[src/rtl/period_countdown.sv]
// Level-driven countdown period controller: loads a clamped duration, converts it to BCD,
// counts down on synchronised 1 Hz ticks and drives a multiplexed seven-segment display.
module period_countdown #(
    parameter int NUM_DIGITS = 2,
    parameter int LEVEL_W    = 4,
    parameter int BASE_SECS  = 30,
    parameter int STEP_SECS  = 2,
    parameter int MIN_SECS   = 5
) (
    input  logic                    Clk100M,
    input  logic                    Rst_n,
    input  logic                    Clk1Hz,
    input  logic                    startSig,
    input  logic                    abortSig,
    input  logic                    pauseSig,
    input  logic [LEVEL_W-1:0]      curLevel,
    output logic                    doneSig,
    output logic                    busy,
    output logic [4*NUM_DIGITS-1:0] remaining,
    output logic [8*NUM_DIGITS-1:0] segOut
);

    localparam int CNT_W    = 4 * NUM_DIGITS;
    localparam int MAX_SECS = (NUM_DIGITS == 1) ? 9 :
                              (NUM_DIGITS == 2) ? 99 :
                              (NUM_DIGITS == 3) ? 999 : 9999;
    localparam int BIT_W    = $clog2(CNT_W + 1);

    localparam logic [2:0] IDLE  = 3'd0;
    localparam logic [2:0] LOAD  = 3'd1;
    localparam logic [2:0] RUN   = 3'd2;
    localparam logic [2:0] PAUSE = 3'd3;
    localparam logic [2:0] DONE  = 3'd4;

    logic [2:0]       state;
    logic [BIT_W-1:0] bitCnt;
    logic [CNT_W-1:0] binShift;
    logic [CNT_W-1:0] bcdAcc;
    logic [CNT_W-1:0] bcdNext;
    logic [CNT_W-1:0] durSat;
    logic signed [31:0] lvlS;
    logic signed [31:0] durRaw;
    logic hzSync_p0, hzSync_p1, hzSync_p2, tick;
    logic startQ, startEdge, loadNow;

    function automatic logic [CNT_W-1:0] satDur(input logic signed [31:0] raw);
        if (raw < MIN_SECS)
            satDur = CNT_W'(MIN_SECS);
        else if (raw > MAX_SECS)
            satDur = CNT_W'(MAX_SECS);
        else
            satDur = CNT_W'(raw);
    endfunction

    // One double-dabble step: correct each digit >= 5, then shift the next binary bit in.
    function automatic logic [CNT_W-1:0] addShift(input logic [CNT_W-1:0] acc, input logic inBit);
        logic [CNT_W-1:0] t;
        t = acc;
        for (int d = 0; d < NUM_DIGITS; d++)
            if (t[4*d +: 4] >= 4'd5)
                t[4*d +: 4] = t[4*d +: 4] + 4'd3;
        addShift = {t[CNT_W-2:0], inBit};
    endfunction

    function automatic logic [CNT_W-1:0] bcdDec(input logic [CNT_W-1:0] v);
        logic borrow;
        bcdDec = v;
        borrow = 1'b1;
        for (int d = 0; d < NUM_DIGITS; d++) begin
            if (borrow) begin
                if (v[4*d +: 4] == 4'd0) begin
                    bcdDec[4*d +: 4] = 4'd9;
                end else begin
                    bcdDec[4*d +: 4] = v[4*d +: 4] - 4'd1;
                    borrow = 1'b0;
                end
            end
        end
    endfunction

    function automatic logic [6:0] segDecode(input logic [3:0] v);
        case (v)
            4'd0:    segDecode = 7'h40;
            4'd1:    segDecode = 7'h79;
            4'd2:    segDecode = 7'h24;
            4'd3:    segDecode = 7'h30;
            4'd4:    segDecode = 7'h19;
            4'd5:    segDecode = 7'h12;
            4'd6:    segDecode = 7'h02;
            4'd7:    segDecode = 7'h78;
            4'd8:    segDecode = 7'h00;
            4'd9:    segDecode = 7'h10;
            default: segDecode = 7'h7F;
        endcase
    endfunction

    assign lvlS      = signed'(32'(curLevel));
    assign durRaw    = BASE_SECS - lvlS * STEP_SECS;
    assign durSat    = satDur(durRaw);
    assign startEdge = startSig & ~startQ;
    assign loadNow   = startEdge & ~abortSig;
    assign bcdNext   = addShift(bcdAcc, binShift[CNT_W-1]);

    // Stage boundary: Clk1Hz crosses into Clk100M, tick emerges three edges after the rise.
    always_ff @(posedge Clk100M or negedge Rst_n) begin
        if (!Rst_n) begin
            hzSync_p0 <= 1'b0;
            hzSync_p1 <= 1'b0;
            hzSync_p2 <= 1'b0;
            tick      <= 1'b0;
            startQ    <= 1'b0;
        end else begin
            hzSync_p0 <= Clk1Hz;
            hzSync_p1 <= hzSync_p0;
            hzSync_p2 <= hzSync_p1;
            tick      <= hzSync_p1 & ~hzSync_p2;
            startQ    <= startSig;
        end
    end

    // Stage boundary: binary-to-BCD shift datapath, seeded on every accepted start edge.
    always_ff @(posedge Clk100M) begin
        if (loadNow) begin
            binShift <= durSat;
            bcdAcc   <= '0;
        end else if (state == LOAD) begin
            binShift <= binShift << 1;
            bcdAcc   <= bcdNext;
        end
    end

    // Stage boundary: control FSM; abort outranks start, start outranks pause, pause outranks tick.
    always_ff @(posedge Clk100M or negedge Rst_n) begin
        if (!Rst_n) begin
            state     <= IDLE;
            bitCnt    <= '0;
            remaining <= '0;
            doneSig   <= 1'b0;
        end else begin
            doneSig <= 1'b0;
            if (abortSig) begin
                state     <= IDLE;
                remaining <= '0;
            end else if (startEdge) begin
                state  <= LOAD;
                bitCnt <= '0;
            end else begin
                case (state)
                    IDLE: ;
                    LOAD: begin
                        if (bitCnt == BIT_W'(CNT_W - 1)) begin
                            state     <= RUN;
                            remaining <= bcdNext;
                        end else begin
                            bitCnt <= bitCnt + BIT_W'(1);
                        end
                    end
                    RUN: begin
                        if (pauseSig) begin
                            state <= PAUSE;
                        end else if (tick) begin
                            remaining <= bcdDec(remaining);
                            if (remaining == CNT_W'(1)) begin
                                state   <= DONE;
                                doneSig <= 1'b1;
                            end
                        end
                    end
                    PAUSE: if (!pauseSig) state <= RUN;
                    DONE: ;
                    default: state <= IDLE;
                endcase
            end
        end
    end

    assign busy = (state == LOAD) || (state == RUN) || (state == PAUSE);

    always_comb begin
        segOut = '1;
        if (state != IDLE)
            for (int d = 0; d < NUM_DIGITS; d++)
                segOut[8*d +: 8] = {state != PAUSE, segDecode(remaining[4*d +: 4])};
    end

endmodule

[config.mk]
export PLATFORM = sky130hd
export DESIGN_NAME = period_countdown
export DESIGN_NICKNAME = d
export VERILOG_FILES = /design/src/rtl/period_countdown.sv
export SDC_FILE = /design/constraint.sdc
export NUM_CORES = 1
export LEC_CHECK = 0
export BUFFER_PORTS_ARGS = -buffer_cell sky130_fd_sc_hd__buf_2
export CAP_MARGIN = 20
export CORE_MARGIN = 5
export CORE_UTILIZATION = 44
export CTS_CLUSTER_SIZE = 24
export DETAILED_ROUTE_END_ITERATION = 6
export PLACE_DENSITY_LB_ADDON = 0.25
export SLEW_MARGIN = 10
export SYNTH_ARGS = -nofsm -noshare
export SYNTH_HDL_FRONTEND = slang
export SYNTH_SLANG_ARGS = --single-unit
[constraint.sdc]
create_clock -name Clk100M -period 2.1 [get_ports Clk100M]
set_clock_uncertainty 0.1 [all_clocks]
set_input_delay 0.525 -clock Clk100M [delete_from_list [all_inputs] [get_ports Clk100M]]
set_output_delay 0.525 -clock Clk100M [all_outputs]
set_load 0.02 [all_outputs]
==> results.md <==
- Status: completed
- Final core occ: 59.3%
- Share of layout cells above drive strength 1: about a third
- Max-slew violation count: 0
- Starting Density: 45.2%
- Vias in the first global route: about 1,900
- Non-filler cells, final: about 400
- Placed cell areas: 2640 um^2
- Pwr Density: 895 nW/um^2
- Slew HR: 68.0%
- Num rows: 26
- Fmax: between 400 and 500 MHz
- CP Launch Type: register
- DRC errors left: 0
- Top FF cell, synth: dfrtp_1
- Tcrit/Tclk final: 100%
- Chip width: 82.5 um
- Avg WL per Cell: 12.6 um
- Initial antenna violation count: 0
- Cell taking the most area after synthesis: dfrtp_1
- CTS root buffer: clkbuf_8
- Antenna cells: 0
- EDFF count, synth: 8
- Synth-to-Final Area Change: 31.0%
- Net Count, Synth: 297
- Yosys warns: 0
- Hold crit path type: primary input to async pin
- Longest Clk Path Bufs: 2
- Max-cap violations: 0
- Synth Cell Area: 2310 um^2
- Final Hold Viols: 0
- TritonCTS buffer count: 5
- Setup Viol. Count Final: 0
- Post-DR vias/cell: 5.20
- Post-route cell area: 3030 um^2
- Crit Path Max Fanout: 5
- Final ANT Viol Nets: 0
- PortBufs: 35
- Async set-reset flop share out of synthesis: 56.8%
- GP Congestion: 0.759
- Hold Buf Count CTS: 0
- Clk slew on worst S/H paths: 70 ps
- Clock Sinks: 37
- I/O pin count: 36
- H-tree depth: 2
- Pin count of the biggest net entering global routing: 22
- RSZ-0062 raised after global routing: true
- Maximum vdd ir drop: 563 uV
- Via count: 2,085
- Post-Syn Instances: 272
- First-pass GRT wire length: 8410 um
- CP Class: register to output port
- Worst Path Required: 1470 ps
- Minimum clock period: 2100 ps
- Post-synth top area share: a little under a quarter
- Worst skew pair latency: 300 ps
- Core region area: 5110 um^2
- Syn Area/Cell: 8.50 um^2
- Nets: 355
- Tot GR Track Use: between 15 and 20%
- Remaining global-route overflow: 0
- Sequential share of the synthesized area: 40.1%
- Netlist cell types: 44
- Placed Instances: ~380
- WL final: ~5100 um
- Arrival time worst endpoint: 1470 ps
- Leakage power: between 0.001 and 0.0015 uW
- Iteration-0 DRC Markers: 86
- CTS tree: done
- Die H: 82.5 um
- Die ar.: 6800 um^2
- Setup TNS: 0 ps
- Worst Setup End Kind: output port
- Register bit total from synthesis: 37
- Slew @ Worst Pin: 480 ps
- Synth area leaders: dfrtp_1 23%, edfxtp_1 10%, ha_1 8.1%
- Post-DP HPWL: 3660 um
- DR pass1 iterations: 4
metal layers:
layer / track usage, % / wire length, um / part of all wire (%) / up-vias
met4: 5.98 / 82 / 1.6 / 0
met1: 20.7 / 2310 / 46 / 953
met5: 0 / 0 / 0 / -
met3: 3.36 / 281 / 5.5 / 8
met2: 25.6 / 2400 / 47 / 52
li1: - / - / - / 1072
registers in the layout (all words and copies together), names as in the netlist, 3 cells and up:
signal and cells:
bitCnt 4, state 3, binShift 8, bcdAcc 8, remaining 8
Yosys cell counts (2+ instances only):
cell type,instances
a211oi_1,8
a21o_1,2
a21oi_1,26
a221oi_1,2
a31oi_1,3
and2_1,7
buf_2,2
buf_4,2
buf_6,2
clkbuf_1,7
dfrtp_1,21
dfxtp_1,8
edfxtp_1,8
ha_1,15
inv_1,14
mux2i_1,3
nand2_1,38
nand2b_1,6
nand3_1,5
nand4_1,2
nor2_1,22
nor2b_1,5
nor3_1,7
nor3b_1,5
nor4_1,2
o21a_1,2
o21ai_0,27
or3_1,2
xnor2_1,4
area by class of cell:
class                      instances  area (um^2)
multi-input combinational        208         1360
fill                             448         2080
timing repair buffer              64          477
clock buffer                       5         68.8
clock inverter                     3         46.3
tap                               70         87.6
sequential                        37          931
inverter                          14         52.6
what timing repair did:
item                                    CTS  global route
endpoints found under the setup margin   14            14
pin swaps                                 4             3
setup buffers                             4             6
gates resized for setup                  39            26
placed cells by master (no fill, tap or decap), drive strengths merged, types with 7 or more instances in the layout:
cell type,synthesis,final
a211oi,8,8
a21oi,27,27
and2,7,7
buf,6,64
dfrtp,21,21
dfxtp,8,8
edfxtp,8,8
ha,15,15
inv,14,14
nand2,38,38
nor2,23,23
nor3,7,7
o21ai,27,27
worst paths after layout:
| path | start | end | slack (ps) | cells past startpoint |
|---|---|---|---|---|
| max | state[2] | segOut[3] | 0.9 | 4 |
| min | Rst_n | bitCnt[2] | 80 | 1 |
| max reg2reg | state[2] | remaining[4] | 140 | 5 |
| min reg2reg | hzSync_p0 | hzSync_p1 | 250 | 0 |
| max in group asynchronous | Rst_n | remaining[3] | 1460 | 1 |
| min in group Clk100M | Clk1Hz | hzSync_p0 | 240 | 1 |
metrics by stage:
| stage | hold slack, ps | setup slack (ps) | total power, uW |
|---|---|---|---|
| after floorplan | 129 | 13.6 | 1670 |
| after global placement | 234 | 129 | 1930 |
| after detailed placement | 236 | 114 | 1940 |
| after CTS | 88.4 | -9.71 | 2660 |
| after global routing | 111 | -68.8 | 2900 |
| final | 84.7 | 0.905 | 2710 |
critical path: stages (launching register included):
cell	delay, ps
dfrtp_1	380
or3_4	410
and2_4	170
o21ai_1	70
buf_4	150
power breakdown:
part	internal [uW]	leakage (uW)	total [uW]	switching, uW
logic	509	0.000810	1120	614
registers	853	0.000414	961	108
clock network	355	0.0000543	625	270
logic make-up after synthesis:
family	share of synthesized area, %
AOI/OAI and AO/OA	18.8
muxes	1.79
DFF	40.1
and+or+nand+nor	24.2
adders and majority gates	8.12
xor gates and xnor gates	1.52
buffers and inverters	5.47
(Power assumes the default switching activity.)
